## src/rtl/ring_counter_mm.sv

```systemverilog
// Multi-mode ring / Johnson counter used as a one-hot or thermometer phase generator.
// Steps left or right, supports parallel load, and forces illegal states back to the seed.
module ring_counter_mm #(
    parameter int unsigned N = 4
) (
    input  logic         clk,
    input  logic         rst,
    input  logic         en,
    input  logic         mode,
    input  logic         dir,
    input  logic         load,
    input  logic [N-1:0] load_val,
    output logic [N-1:0] count,
    output logic         wrap,
    output logic         err
);

    localparam logic [N-1:0] Seed = N'(1);

    logic [N-1:0] count_q, count_d;
    logic         wrap_q, wrap_d;
    logic         err_q, err_d;

    logic [N-1:0] step_val;
    logic [N-2:0] trans;
    logic         ring_ok, john_ok, legal;

    // A ring state is legal when exactly one bit is set.
    // A Johnson state is legal when it has at most one adjacent-bit transition.
    always_comb begin
        trans   = count_q[N-2:0] ^ count_q[N-1:1];
        ring_ok = (count_q != '0) && ((count_q & (count_q - N'(1))) == '0);
        john_ok = (trans & (trans - (N-1)'(1))) == '0;
        legal   = mode ? john_ok : ring_ok;
    end

    always_comb begin
        step_val = count_q;
        unique case ({mode, dir})
            2'b00: step_val = {count_q[N-2:0], count_q[N-1]};
            2'b01: step_val = {count_q[0], count_q[N-1:1]};
            2'b10: step_val = {count_q[N-2:0], ~count_q[N-1]};
            2'b11: step_val = {~count_q[0], count_q[N-1:1]};
            default: step_val = count_q;
        endcase
    end

    always_comb begin
        count_d = count_q;
        wrap_d  = 1'b0;
        err_d   = 1'b0;
        if (load) begin
            count_d = load_val;
        end else if (en) begin
            if (legal) begin
                count_d = step_val;
                wrap_d  = (step_val == Seed);
            end else begin
                count_d = Seed;
                err_d   = 1'b1;
            end
        end
    end

    always_ff @(posedge clk) begin
        if (!rst) begin
            count_q <= Seed;
            wrap_q  <= 1'b0;
            err_q   <= 1'b0;
        end else begin
            count_q <= count_d;
            wrap_q  <= wrap_d;
            err_q   <= err_d;
        end
    end

    assign count = count_q;
    assign wrap  = wrap_q;
    assign err   = err_q;

endmodule

```

## config.mk

```make
export PLATFORM = sky130hd
export DESIGN_NAME = ring_counter_mm
export DESIGN_NICKNAME = d
export VERILOG_FILES = /design/src/rtl/ring_counter_mm.sv
export SDC_FILE = /design/constraint.sdc
export NUM_CORES = 1
export LEC_CHECK = 0
export CORE_AREA = 5 5 42 44
export CTS_CLUSTER_DIAMETER = 60
export CTS_CLUSTER_SIZE = 8
export DETAILED_ROUTE_END_ITERATION = 12
export DIE_AREA = 0 0 47 49
export DONT_BUFFER_PORTS = 1
export PLACE_DENSITY = 0.57
export SLEW_MARGIN = 20
export SYNTH_ARGS = -nofsm -noshare
export SYNTH_HDL_FRONTEND = slang
export SYNTH_SLANG_ARGS = --single-unit
```

## constraint.sdc

```tcl
create_clock -name clk -period 1.49 [get_ports clk]
set_input_delay 0.0745 -clock clk [delete_from_list [all_inputs] [get_ports clk]]
set_output_delay 0.0745 -clock clk [all_outputs]
set_load 0.1 [all_outputs]
```

==> flow_summary_export.csv <==
group,metric,value,unit
power_and_ir_drop,intPower,357.9,uW
worst_setup_path,r2r_setup_slack,-0.006,ns
status,violations,"setup timing",
worst_setup_path,path_delay_family,"compound AO/OA/AOI/OAI gates",
synthesis,yosysTopAreaCellShare,0.2704,
timing,rsz0062_at_grt,"yes",
synthesis,synth_common_cells,"dfxtp_1 (6), nand2_1 (6), a21oi_1 (5), ha_1 (5), nor3_1 (4)",
synthesis,synthArstFlopShare,0,
placed_design,port_buffers,0,
global_route,use_met1,0.1447,
global_route,gr-usage-met2,0.1448,
power_and_ir_drop,power_density,893.0,nW/um^2
clock_tree,numCtsBuffers,3,
timing,relSlewSlack,0.7974,
global_route,antenna_found_initial,0,
layout,syn_to_final_growth,49.01,%
die,die_x,47,um
placed_design,gp_congestion,0.7773,
power_and_ir_drop,leakagePower,0.0002665,uW
synthesis,synth_cell_types,24,
power_and_ir_drop,power.switching,233.2,uW
timing,setup-violations-final,1,
status,status,"finished, violations left",
hold_path,hp-class,"in -> reg",
timing,tightest_slew,0.3039,ns
layout,final_area,661.9,um^2
die,die_h,49,um
synthesis,syn_avg_cell_area,8.076,um^2
power_and_ir_drop,seq_power_share,0.317,
global_route,grt_busiest_layer,"met2",
worst_setup_path,r2r-start,"count[1]",
global_route,grt_use_met3,0.05535,
power_and_ir_drop,p_clk_frac,0.247,
placed_design,placed_cell_area,574.3,um^2
die,rows,14,
power_and_ir_drop,p_total,591.0,uW
timing,fmaxAchievable,668.4,MHz
synthesis,synth_nets,70,
route,dr.pass1.iters,3,
route,drt-initial-drc-count,5,
power_and_ir_drop,p_sw_frac,0.3945,
layout,drive_gt1_frac,0.4118,
worst_setup_path,crit_cells,6,
timing,layout_setup_ws,-0.006221,ns
layout,n_antenna_cell,0,
power_and_ir_drop,peakVddDrop,0.6466,mV
route,route.detailed.drc,0,
worst_setup_path,path_class,"reg -> reg",
run,maxCapViolCount,0,
hold_path,hold_start,"rst",
clock_tree,clock_sinks,6,
synthesis,synth_seq_area_share,0.2704,
clock_tree,htreeDepth,1,
global_route,grt_use_total,0.1084,
synthesis,synth_top_area_cell,"dfxtp_1",
die,dieArea,2303,um^2
timing,fin_crit_sh,1.004,
timing,final_max_slew_viol_count,0,
worst_setup_path,path_max_fanout,6,
die,coreArea,1401,um^2
global_route,grt_pass1_wl,1821,um
timing,layout_min_cycle_time,1.496,ns
global_route,grt_pass1_vias,419,
synthesis,synth_area_leaders,"dfxtp_1 (27%), ha_1 (14%), mux2i_1 (6.8%)",
worst_setup_path,cp_data_arrival_time,1.65,ns
global_route,gr-total-overflow,0,
hold_path,min_to,"count[2]",
layout,finalNetCount,85,
worst_setup_path,crit_chain,"inv_6 -> ha_4 -> nand2_1 -> o21ai_1 -> o41a_1 -> o32ai_2",
worst_setup_path,slowest_stage,"o41a_1",
global_route,grt_max_degree,10,
route,final_antenna_net_count,0,
worst_setup_path,crit_path_start_kind,"register",
worst_setup_path,cp-end-kind,"register",
synthesis,synth_cells,55,
clock_tree,cts_tree,"done",
worst_setup_path,critPathMaxStageDelay,0.47,ns
route,vias_per_cell,5.262,
hold_path,hold_depth,2,
route,routed_wire_length_per_instance,13.49,um
worst_setup_path,r2r-end,"count[2]",
layout,fillers,134,
timing,hold_ws,0.02524,ns
die,ios,16,
clock_tree,clk_pin_slew,0.04,ns
power_and_ir_drop,pwr-share-comb,0.436,
synthesis,yosysWarnings,0,
synthesis,synth-edff-count,0,
clock_tree,clk_latency,0.24,ns
die,start_util,0.3170,
worst_setup_path,reg2reg_depth,6,
synthesis,synth_flop_cell,"dfxtp_1",
synthesis,synth_area,444.2,um^2
clock_tree,clockBufferDepth,2,
route,vias,442,
synthesis,ys_ff_latch,6,
route,drt-total-wl,1133,um
timing,skew,0.002390,ns
clock_tree,clock-root-buffer,"clkbuf_4",
layout,regArea,135.1,um^2
timing,finalHoldViolations,0,
worst_setup_path,crit_buf_inv,1,
layout,multi_input_comb_area,357.8,um^2
worst_setup_path,cp.required,1.64,ns
## repair_timing
| action | in CTS | in global routing |
|---|---|---|
| endpoints found under the hold margin | 1 | 0 |
| setup buffers | 0 | 2 |
| gates resized for setup | 2 | 5 |
| hold buffers | 1 | 0 |
| pin swaps | 1 | 5 |
| setup endpoints to repair | 3 | 5 |
## cell type report
class	instances	share of cell area
multi-input cells	42	0.5406
flip-flops and latches	6	0.2042
repair buffers	12	0.1399
inverters	5	0.05104
clock buffers	3	0.03403
well taps	16	0.03025
## flip-flops by register name, summed over array words and instances, names as in the netlist
signal	cells
count	4
err	1
wrap	1
## logic make-up (layout without fill, tap and decap cells)
family	Yosys count	count (layout)	synth area share
DFF	6	6	0.2704
buffers and inverters	7	20	0.05917
adders and majority gates	5	5	0.1408
xor gates and xnor gates	2	2	0.03944
and+or+nand+nor	16	16	0.1691
muxes	3	3	0.06761
AOI/OAI and AO/OA	16	16	0.2535
## worst max path at each step
stage                  start        to
floorplan           count[1]  count[1]
global placement    count[1]  count[1]
detailed placement  count[0]  count[3]
CTS                 count[1]  count[1]
global route        count[1]  count[3]
finish              count[1]  count[2]
## layer usage
layer	vias to the layer above	wire length (um)
li1	230	-
met3	0	113
met4	0	0
met2	18	513
met5	-	0
met1	194	506
## power groups by stage
stage / logic [uW] / clock network, uW / registers [uW]
3_3_place_gp: 234 / 0 / 189
5_1_grt: 279 / 166 / 189
2_1_floorplan: 103 / 0 / 272
3_5_place_dp: 232 / 0 / 189
6_report: 258 / 146 / 187
4_1_cts: 239 / 151 / 186
## placed cells by master, fill, tap and decap left out, drive strengths merged
master,count
buf,11
o21ai,3
dlygate4sd3,1
and3,1
o41a,1
nor4,1
xor2,1
mux2i,3
dfxtp,6
o32ai,3
nor3,4
inv,5
clkbuf,3
o311a,1
a32o,1
ha,5
nand2,6
nor2b,1
o21a,1
nand2b,1
xnor2,1
a21oi,5
nor2,2
a22oi,1
## stage by stage
stage	TNS (ns)	utilization	setup slack, ns	std cells
after floorplan	-0.8576	-	-0.1606	55
after global placement	-0.005461	0.4098	-0.003105	78
after detailed placement	-0.01992	0.4098	-0.01122	78
after CTS	0	0.4384	0.005442	82
final	-0.006221	0.4723	-0.006221	84
after global routing	-0.2401	0.4723	-0.06749	84
Note: power is estimated with default switching activity, not from simulation.
